## src/rtl/sntc_ldpc_ctrl_pkg.sv

```systemverilog
// Shared types and helpers for the LDPC iteration controller.
package sntc_ldpc_ctrl_pkg;

  typedef enum logic [2:0] {
    IDLE  = 3'd0,
    ISSUE = 3'd1,
    WAIT  = 3'd2,
    EVAL  = 3'd3,
    FIN   = 3'd4
  } state_t;

  typedef enum logic [1:0] {
    NONE    = 2'd0,
    CONV    = 2'd1,
    LOOPMAX = 2'd2,
    STALL   = 2'd3
  } term_cause_t;

  // Saturating +1 for a counter of width w (w <= 64), carried in a 64-bit container.
  function automatic logic [63:0] sat_inc(input logic [63:0] v, input int unsigned w);
    logic [63:0] lim;
    lim = (w >= 64) ? '1 : ((64'd1 << w) - 64'd1);
    return (v >= lim) ? lim : v + 64'd1;
  endfunction

endpackage

```

## src/rtl/sntc_syn_hamdist.sv

```systemverilog
// Combinational syndrome Hamming distance: popcount(exp ^ cur).
module sntc_syn_hamdist #(
  parameter int MM   = 168,
  parameter int HD_W = $clog2(MM + 1)
) (
  input  logic [MM-1:0]   i_exp_syn,
  input  logic [MM-1:0]   i_cur_syn,
  output logic [HD_W-1:0] o_dist
);

  logic [MM-1:0] w_diff;

  assign w_diff = i_exp_syn ^ i_cur_syn;

  always_comb begin
    o_dist = '0;
    for (int i = 0; i < MM; i++) begin
      o_dist = o_dist + HD_W'(w_diff[i]);
    end
  end

endmodule

```

## src/rtl/sntc_ldpc_iter_ctrl.sv

```systemverilog
// LDPC iteration controller: issues iterations, scores syndromes, stops on convergence/limit/stall.
// Optional SNTC_LDPC_BEST_CWORD_EN keeps the lowest-distance codeword instead of the last one.
module sntc_ldpc_iter_ctrl
  import sntc_ldpc_ctrl_pkg::*;
#(
  parameter int MM      = 168,
  parameter int NN      = 208,
  parameter int SUM_LEN = 32,
  parameter int HD_W    = $clog2(MM + 1)
) (
  input  logic               clk,
  input  logic               rstn,
  input  logic               clr,
  input  logic               start,
  input  logic [SUM_LEN-1:0] loop_max,
  input  logic [SUM_LEN-1:0] stall_max,
  input  logic [MM-1:0]      exp_syn,
  output logic               iter_req,
  input  logic               iter_done,
  input  logic [NN-1:0]      y_nr_in,
  input  logic [MM-1:0]      cur_syndrome,
  output logic               busy,
  output logic               done,
  output logic               pass,
  output logic [1:0]         term_cause,
  output logic [SUM_LEN-1:0] iter_cnt,
  output logic [HD_W-1:0]    hd_best,
  output logic [NN-1:0]      final_y_nr
);

  state_t             r_state, w_state_next;
  term_cause_t        r_cause, w_cause;
  logic [HD_W-1:0]    w_hd, r_hd, r_hd_best;
  logic [NN-1:0]      r_y_cap, r_final, w_best_next;
  logic [SUM_LEN-1:0] r_iter_cnt, r_stall_cnt;
  logic [SUM_LEN-1:0] w_iter_next, w_stall_next, w_loop_lim;
  logic               r_pass, w_improve;

  sntc_syn_hamdist #(
    .MM   (MM),
    .HD_W (HD_W)
  ) u_hamdist (
    .i_exp_syn (exp_syn),
    .i_cur_syn (cur_syndrome),
    .o_dist    (w_hd)
  );

  assign w_improve    = r_hd < r_hd_best;
  assign w_iter_next  = SUM_LEN'(sat_inc(64'(r_iter_cnt), SUM_LEN));
  assign w_stall_next = w_improve ? '0 : SUM_LEN'(sat_inc(64'(r_stall_cnt), SUM_LEN));
  assign w_loop_lim   = (loop_max == '0) ? SUM_LEN'(1) : loop_max;

  // First match wins: convergence, then loop limit, then stall.
  always_comb begin
    w_cause = NONE;
    if (r_hd == '0)
      w_cause = CONV;
    else if (w_iter_next >= w_loop_lim)
      w_cause = LOOPMAX;
    else if ((stall_max != '0) && (w_stall_next >= stall_max))
      w_cause = STALL;
  end

  always_comb begin
    w_state_next = r_state;
    iter_req     = 1'b0;
    done         = 1'b0;
    case (r_state)
      IDLE:    if (start) w_state_next = ISSUE;
      ISSUE: begin
        iter_req     = 1'b1;
        w_state_next = WAIT;
      end
      WAIT:    if (iter_done) w_state_next = EVAL;
      EVAL:    w_state_next = (w_cause != NONE) ? FIN : ISSUE;
      FIN: begin
        done         = 1'b1;
        w_state_next = IDLE;
      end
      default: w_state_next = IDLE;
    endcase
    // A clear aborts silently, even in the cycle a pulse would have gone out.
    if (clr) begin
      w_state_next = IDLE;
      iter_req     = 1'b0;
      done         = 1'b0;
    end
  end

  always_ff @(posedge clk or negedge rstn) begin
    if (!rstn) r_state <= IDLE;
    else       r_state <= w_state_next;
  end

`ifdef SNTC_LDPC_BEST_CWORD_EN
  logic [NN-1:0] r_best_word;

  // Ties keep the earlier word, so only a strict improvement replaces it.
  assign w_best_next = w_improve ? r_y_cap : r_best_word;

  always_ff @(posedge clk or negedge rstn) begin
    if (!rstn)
      r_best_word <= '0;
    else if (clr)
      r_best_word <= '0;
    else if (r_state == EVAL)
      r_best_word <= w_best_next;
  end
`else
  assign w_best_next = r_y_cap;
`endif

  always_ff @(posedge clk or negedge rstn) begin
    if (!rstn) begin
      r_hd        <= '0;
      r_y_cap     <= '0;
      r_iter_cnt  <= '0;
      r_stall_cnt <= '0;
      r_hd_best   <= '1;
      r_pass      <= 1'b0;
      r_cause     <= NONE;
      r_final     <= '0;
    end else if (clr) begin
      r_hd        <= '0;
      r_y_cap     <= '0;
      r_iter_cnt  <= '0;
      r_stall_cnt <= '0;
      r_hd_best   <= '1;
      r_pass      <= 1'b0;
      r_cause     <= NONE;
      r_final     <= '0;
    end else begin
      case (r_state)
        IDLE: if (start) begin
          r_iter_cnt  <= '0;
          r_stall_cnt <= '0;
          r_hd_best   <= '1;
          r_pass      <= 1'b0;
          r_cause     <= NONE;
        end
        WAIT: if (iter_done) begin
          r_hd    <= w_hd;
          r_y_cap <= y_nr_in;
        end
        EVAL: begin
          r_iter_cnt  <= w_iter_next;
          r_stall_cnt <= w_stall_next;
          if (w_improve) r_hd_best <= r_hd;
          // Results are loaded on the terminating evaluation so they are valid alongside done.
          if (w_cause != NONE) begin
            r_cause <= w_cause;
            r_pass  <= (w_cause == CONV);
            r_final <= w_best_next;
          end
        end
        default: ;
      endcase
    end
  end

  assign busy       = (r_state == ISSUE) || (r_state == WAIT) || (r_state == EVAL);
  assign pass       = r_pass;
  assign term_cause = r_cause;
  assign iter_cnt   = r_iter_cnt;
  assign hd_best    = r_hd_best;
  assign final_y_nr = r_final;

endmodule

```

## config.mk

```make
export PLATFORM = sky130hd
export DESIGN_NAME = sntc_ldpc_iter_ctrl
export DESIGN_NICKNAME = d
export VERILOG_FILES = /design/src/rtl/sntc_ldpc_ctrl_pkg.sv /design/src/rtl/sntc_syn_hamdist.sv /design/src/rtl/sntc_ldpc_iter_ctrl.sv
export SDC_FILE = /design/constraint.sdc
export NUM_CORES = 1
export LEC_CHECK = 0
export BUFFER_PORTS_ARGS = -buffer_cell sky130_fd_sc_hd__buf_4
export CAP_MARGIN = 5
export CORE_AREA = 4 4 339 341
export DETAILED_ROUTE_END_ITERATION = 7
export DIE_AREA = 0 0 343 345
export PLACE_DENSITY_LB_ADDON = 0.2
export SYNTH_ARGS = -nofsm -noshare
export SYNTH_HDL_FRONTEND = slang
export SYNTH_HIERARCHICAL = 1
export SYNTH_SLANG_ARGS = --single-unit
```

## constraint.sdc

```tcl
create_clock -name clk -period 5.5 [get_ports clk]
set_input_delay 0 -clock clk [delete_from_list [all_inputs] [get_ports clk]]
set_output_delay 0 -clock clk [all_outputs]
set_load 0.1 [all_outputs]
```

After elaboration in Yosys (flattened, before gate mapping) --
Index checks and enable logic that the tools add are counted. W data, S select, Z words.
Storage, ports and cells: register bits 502, logic and storage cells 254
Cells by class: add/sub/neg operators 169, $lt $le $gt $ge 5, equality and inequality tests 9, mux-type cells 42, bitwise logic cells 1, reductions and logical operators 19
Operators with widths (number):
- $add A8 B1 Y8 | 166
- $mux W208 | 6
- $mux W32 | 7
- $xor A168 B168 Y168 | 1
- $pmux W32 S2 | 2
- $add A32 B1 Y32 const B | 2
- $ge A32 B32 Y1 | 2
- $ge A32 B32 Y1 const B | 2
- $mux W8 | 6
- $logic_not A32 Y1 | 1
- $reduce_bool A32 Y1 | 1
- $pmux W8 S2 | 1
- $mux W2 | 6
- $mux W3 | 4
- $ne A3 B3 Y1 const B | 4
- $pmux W3 S4 | 1
- $reduce_bool A2 Y1 | 5
- $logic_not A8 Y1 | 1
- $lt A8 B8 Y1 | 1
- $reduce_and A2 Y1 | 4
- $mux W1 | 7
- $eq A3 B2 Y1 const B | 2
- $reduce_and A3 Y1 | 2
- $pmux W2 S2 | 1
- 9 further kinds | 10

Longest topological paths before layout --
word-level depth 171, mapped depth 27, mapped depth without buffers 27

Cells and area by module --
The synthesis kept the hierarchy.
By module, submodules not included:
- sntc_ldpc_iter_ctrl | instances 1, cells an instance 2731, area each 25667.1 um^2
- sntc_syn_hamdist | instances 1, cells an instance 553, area each 5720.5 um^2

Least setup slack after synthesis --
Ideal clock, no wire load.
path kind input to register, start point input port exp_syn[156], end point register r_hd[6], setup time 78 ps, data arrival time 6624 ps, required time 5422 ps, path slack -1202 ps, stages on the path 27, path buffers 0, path through xnor2_1 -> fa_1 -> inv_1 -> fa_1 -> inv_1 -> fa_1 -> fa_1 -> inv_1 -> fa_1 -> inv_1 -> fa_1 -> inv_1 -> fa_1 -> inv_1 -> fa_1 -> fa_1 -> fa_1 -> inv_1 -> ha_1 -> inv_1 -> fa_1 -> nor2b_1 -> o21a_1 -> o2111ai_1 -> nand4_1 -> nand2_1 -> a21oi_1
On the way: longest elaborated chain between the ends 16
RTL lines:
- start, declared | line sntc_ldpc_iter_ctrl.sv:17 | input logic [MM-1:0] exp_syn,
- $xor A168 B168 Y168 | line sntc_syn_hamdist.sv:13 | assign w_diff = i_exp_syn ^ i_cur_syn;
- $add A8 B1 Y8 (12 in series) | line sntc_syn_hamdist.sv:18 | o_dist = o_dist + HD_W'(w_diff[i]);
- via w_hd[6] | line sntc_ldpc_iter_ctrl.sv:33 | logic [HD_W-1:0] w_hd, r_hd, r_hd_best;
- $mux W8 | line sntc_ldpc_iter_ctrl.sv:141 | WAIT: if (iter_done) begin
- $mux W8 | line sntc_ldpc_iter_ctrl.sv:133 | case (r_state)
- $mux W8 | line sntc_ldpc_iter_ctrl.sv:123 | end else if (clr) begin
- end signal, assigned | line sntc_ldpc_iter_ctrl.sv:142 | r_hd <= w_hd;
- end, declared | line sntc_ldpc_iter_ctrl.sv:33
The timed path passes the listed nets, and every way through them passes these cells. The select of a mux whose other input is x is not followed. A chain may end at the register's enable or synchronous reset.

Worst setup path after layout --
start point input port exp_syn[114], end point register r_hd[6]
On the way: longest elaborated chain between the ends 58
RTL lines (line):
- $xor A168 B168 Y168 | sntc_syn_hamdist.sv:13
- $add A8 B1 Y8 (54 in series) | sntc_syn_hamdist.sv:18
- via w_hd[6] | sntc_ldpc_iter_ctrl.sv:33
- $mux W8 | sntc_ldpc_iter_ctrl.sv:141
- $mux W8 | sntc_ldpc_iter_ctrl.sv:133
- $mux W8 | sntc_ldpc_iter_ctrl.sv:123
The timed path passes the listed nets, and every way through them passes these cells. The select of a mux whose other input is x is not followed.

==> key figures <==
Run status
  – Result of the run: finished, violations left
  – Failing checks: negative setup slack

Global routing
  – Initial antenna violation count: 23
  – Largest net degree at the start of global routing: approximately 240
  – First-pass GRT wire length: approximately 170 mm
  – Gr usage total: 0.189
  – Vias in the first global route: roughly 27000
  – Grt ovf: 0

Route
  – First-iteration detailed-routing DRC count: 1499
  – Routed wire length: 115 mm
  – Routed len/inst: 19.4 microns
  – DR vias: 26259
  – Met3 WL: 7.62 mm
  – Top layer in use: met5
  – Drt drc: 0
  – Wire length on met1: 48.5 mm
  – Final ANT Viol Nets: 0
  – Via density: around 4.5
  – DR pass1 iterations: 6
  – WL met2: 54.6 mm

Pwr
  – Pleak: 0.0204 uW
  – Clock power share: 0.116
  – Reg power frac: 0.103
  – Switching fraction of total power: 0.454
  – NetSw: 16900 uW
  – VDD IR max: 4870 uV
  – PwrDens: 836 nW/um^2
  – Combinational group share of total power: 0.781
  – Int Pwr: 20400 uW
  – Total power: 37300 uW

STA
  – Worst setup margin: -0.767 ns
  – Unrepaired setup endpoints after global routing: true
  – Final hold vios: 0
  – Fin Clk Skew: 0.0289 ns
  – Fmax: approximately 160 MHz
  – Final Critical Period: between 6 and 7 ns
  – Final Max Tran Viols: 0
  – Worst Tran Pin Value: 1.16 ns
  – Period utilization: 1.14
  – Slew HR: 0.230
  – Final setup viols: 8

Cells and area
  – Fin nets: about 5200
  – Final-layout fill cell count: 11261
  – Layout area overhead: 42.0%
  – Share of cells above drive strength 1: 0.254
  – Most frequent cells in the layout: buf_4 (903), nand2_1 (536), dfrtp_1 (494)
  – Most common cell after layout, fill and taps aside: buf_4

Floorplan
  – Die Ht: 345 microns
  – Starting Density: 0.281
  – Core area: between 100000 and 150000 sq um
  – Rows: 123
  – # IOs: roughly 870
  – Die ar.: 118000 sq um
  – Die width: between 300 and 400 microns

Setup path
  – Crit start category: primary input
  – CP required: 6.05 ns
  – Crit path DAT: 6.82 ns
  – Setup Crit Path Kind: in2reg
  – R2R Setup Slk: 0.36 ns
  – Worst Path Max Fanout: 2
  – Critical path capture point type: flop

Synth
  – Compound-gate portion of the synthesized area: 0.0897
  – Synth Area in Simple Gates: 0.185
  – Largest family of logic cells by synthesized area: simple AND/OR/NAND/NOR gates
  – Syn_nets: 4150
  – Syn Inst Count: 3284
  – Mapped Avg Cell Area: 9.56 sq um
  – Post-synthesis xor/xnor area fraction: 0.0600
  – Post-Synth Adder-Cell Area: 0.138
  – Synthesized area: 31400 sq um
  – Synth unique cells: 63
  – EDFF count, synth: 0
  – Mux contribution to synthesized area: 0.0673
  – Warnings from Yosys: 6
  – Ys flop type: dfrtp_1
  – Asr flop ratio synth: 1.00
  – Flops & latches, synth: 502
  – Post-synthesis sequential area ratio: 0.401

Clocking
  – Clk_lat worst skew: 0.63 ns
  – Clock Sink Count: ~500
  – Clock slew at reported path FFs: 0.06 ns
  – Depth of the CTS H-tree: 3
  – CTS root buf: clkbuf_16
  – Clock Tree Buf Depth: 3
  – CTS buffer count: 66
  – TritonCTS clock tree: built

Placement
  – DP Wirelength: 85.6 mm
  – IO Port Bufs: 866
  – Pre-CTS setup slack: -1.75 ns
  – Final Wtd Congestion: 0.863

Run
  – Max cap viols: 0

Hold path
  – Worst Hold Class: in2reg
[path summary, 6_finish.rpt]
| path | from | to | depth (start not counted) |
|---|---|---|---|
| max | exp_syn[114] | r_hd[6] | 28 |
| min | iter_done | r_y_cap[163] | 5 |
| max reg2reg | r_stall_cnt[0] | r_state[0] | 18 |
| min reg2reg | hd_best[6] | hd_best[6] | 2 |
| max in group asynchronous | rstn | r_y_cap[127] | 4 |
| min in group asynchronous | rstn | final_y_nr[52] | 3 |
[state kept, by name, summed over array words and instances, names as in the netlist]
signal / cells
r_hd: 8
r_stall_cnt: 32
final_y_nr: 208
r_y_cap: 208
iter_cnt: 32
term_cause: 2
hd_best: 8
r_state: 3
pass: 1
[synth_stat cells, drive strengths merged, types with 3 or more instances]
library cell / number / area share
and4: 10 / 0.0029
nor3: 13 / 0.0021
xor2: 62 / 0.017
and3: 18 / 0.0036
or3: 5 / 0.0010
nor3b: 3 / 0.00072
a21o: 14 / 0.0033
a311oi: 4 / 0.0013
a31oi: 9 / 0.0018
nor4: 20 / 0.0047
ha: 98 / 0.039
o21a: 6 / 0.0014
nand2b: 425 / 0.085
nor2b: 4 / 0.00080
nor4b: 3 / 0.00084
or2: 5 / 0.0010
mux2i: 211 / 0.067
o21ai: 95 / 0.015
o31ai: 6 / 0.0014
and2: 5 / 0.0010
nand2: 537 / 0.064
dfrtp: 494 / 0.39
a211oi: 3 / 0.00072
dfstp: 8 / 0.0067
nand3: 30 / 0.0048
a221oi: 3 / 0.00084
a22o: 47 / 0.013
xnor2: 153 / 0.043
nor2: 57 / 0.0068
fa: 155 / 0.099
a21oi: 285 / 0.046
clkbuf: 144 / 0.017
buf: 43 / 0.010
nand4: 25 / 0.0052
inv: 263 / 0.031
[routing by layer]
metal  vias up  track usage
li1      12798            -
met1     12629        0.241
met2       650        0.310
met3       162       0.0516
met4        20       0.0646
met5         -            0
[power groups by stage]
stage          Combinational [uW]  Clock [uW]  Sequential [uW]
3_3_place_gp                25400           0             3920
3_5_place_dp                25600           0             3920
6_report                    29100        4320             3860
4_1_cts                     28700        4500             3850
2_1_floorplan               18400           0             3980
5_1_grt                     31000        4650             3860
[logic make-up after synthesis]
| kind of cell | after synthesis |
|---|---|
| AND/OR/NAND/NOR | 1164 |
| adder cells (fa/ha/maj) | 253 |
| multiplexers | 211 |
| AO/OA/AOI/OAI | 489 |
| flip-flops | 502 |
| buffers and inverters | 450 |
| XOR/XNOR | 215 |
[metrics by stage]
stage | std cells | util | cell area [sq um] | hold WS (ns) | setup TNS, ns
after global placement | 5526 | 0.355 | 39700 | 0.0940 | -11.84
after floorplan | 3284 | - | 31400 | -0.296 | -7.03
final | 5898 | 0.398 | 44600 | 0.162 | -4.22
after CTS | 5883 | 0.397 | 44500 | 0.0868 | -4.91
after detailed placement | 5526 | 0.355 | 39700 | 0.0884 | -12.06
after global routing | 5890 | 0.398 | 44600 | 0.130 | -5.72
[critical path: stages]
cell	delay, ns
buf_4	0.12
xnor2_2	0.13
fa_1	0.60
inv_1	0.07
fa_1	0.48
inv_1	0.05
fa_1	0.49
inv_2	0.04
fa_1	0.50
inv_1	0.05
fa_2	0.45
fa_1	0.57
inv_2	0.04
fa_1	0.49
inv_1	0.05
fa_1	0.49
fa_1	0.43
fa_1	0.48
inv_2	0.08
ha_4	0.13
inv_2	0.04
fa_2	0.36
nor2b_2	0.14
o21a_1	0.14
o2111ai_1	0.10
nand4_1	0.11
nand2_1	0.07
a21oi_2	0.11
[cell type report]
| cell class | count | area (sq um) | share of cell area |
|---|---|---|---|
| diodes | 15 | 37.5 | 0.000842 |
| clock buffers | 99 | 1930 | 0.0432 |
| clock inverters | 20 | 245 | 0.00550 |
| inverters | 263 | 987 | 0.0221 |
| multi-input cells | 2332 | 17300 | 0.388 |
| flip-flops and latches | 502 | 12600 | 0.282 |
| well taps | 1500 | 1880 | 0.0421 |
| repair buffers | 1167 | 9620 | 0.216 |
[what timing repair did]
action	CTS	global route
setup endpoints to repair	8	8
pin swaps	41	30
buffers inserted	1	0
endpoints found under the hold margin	321	0
resized for setup	38	22
hold buffers	239	0
Note: power is estimated with default switching activity, not from simulation.
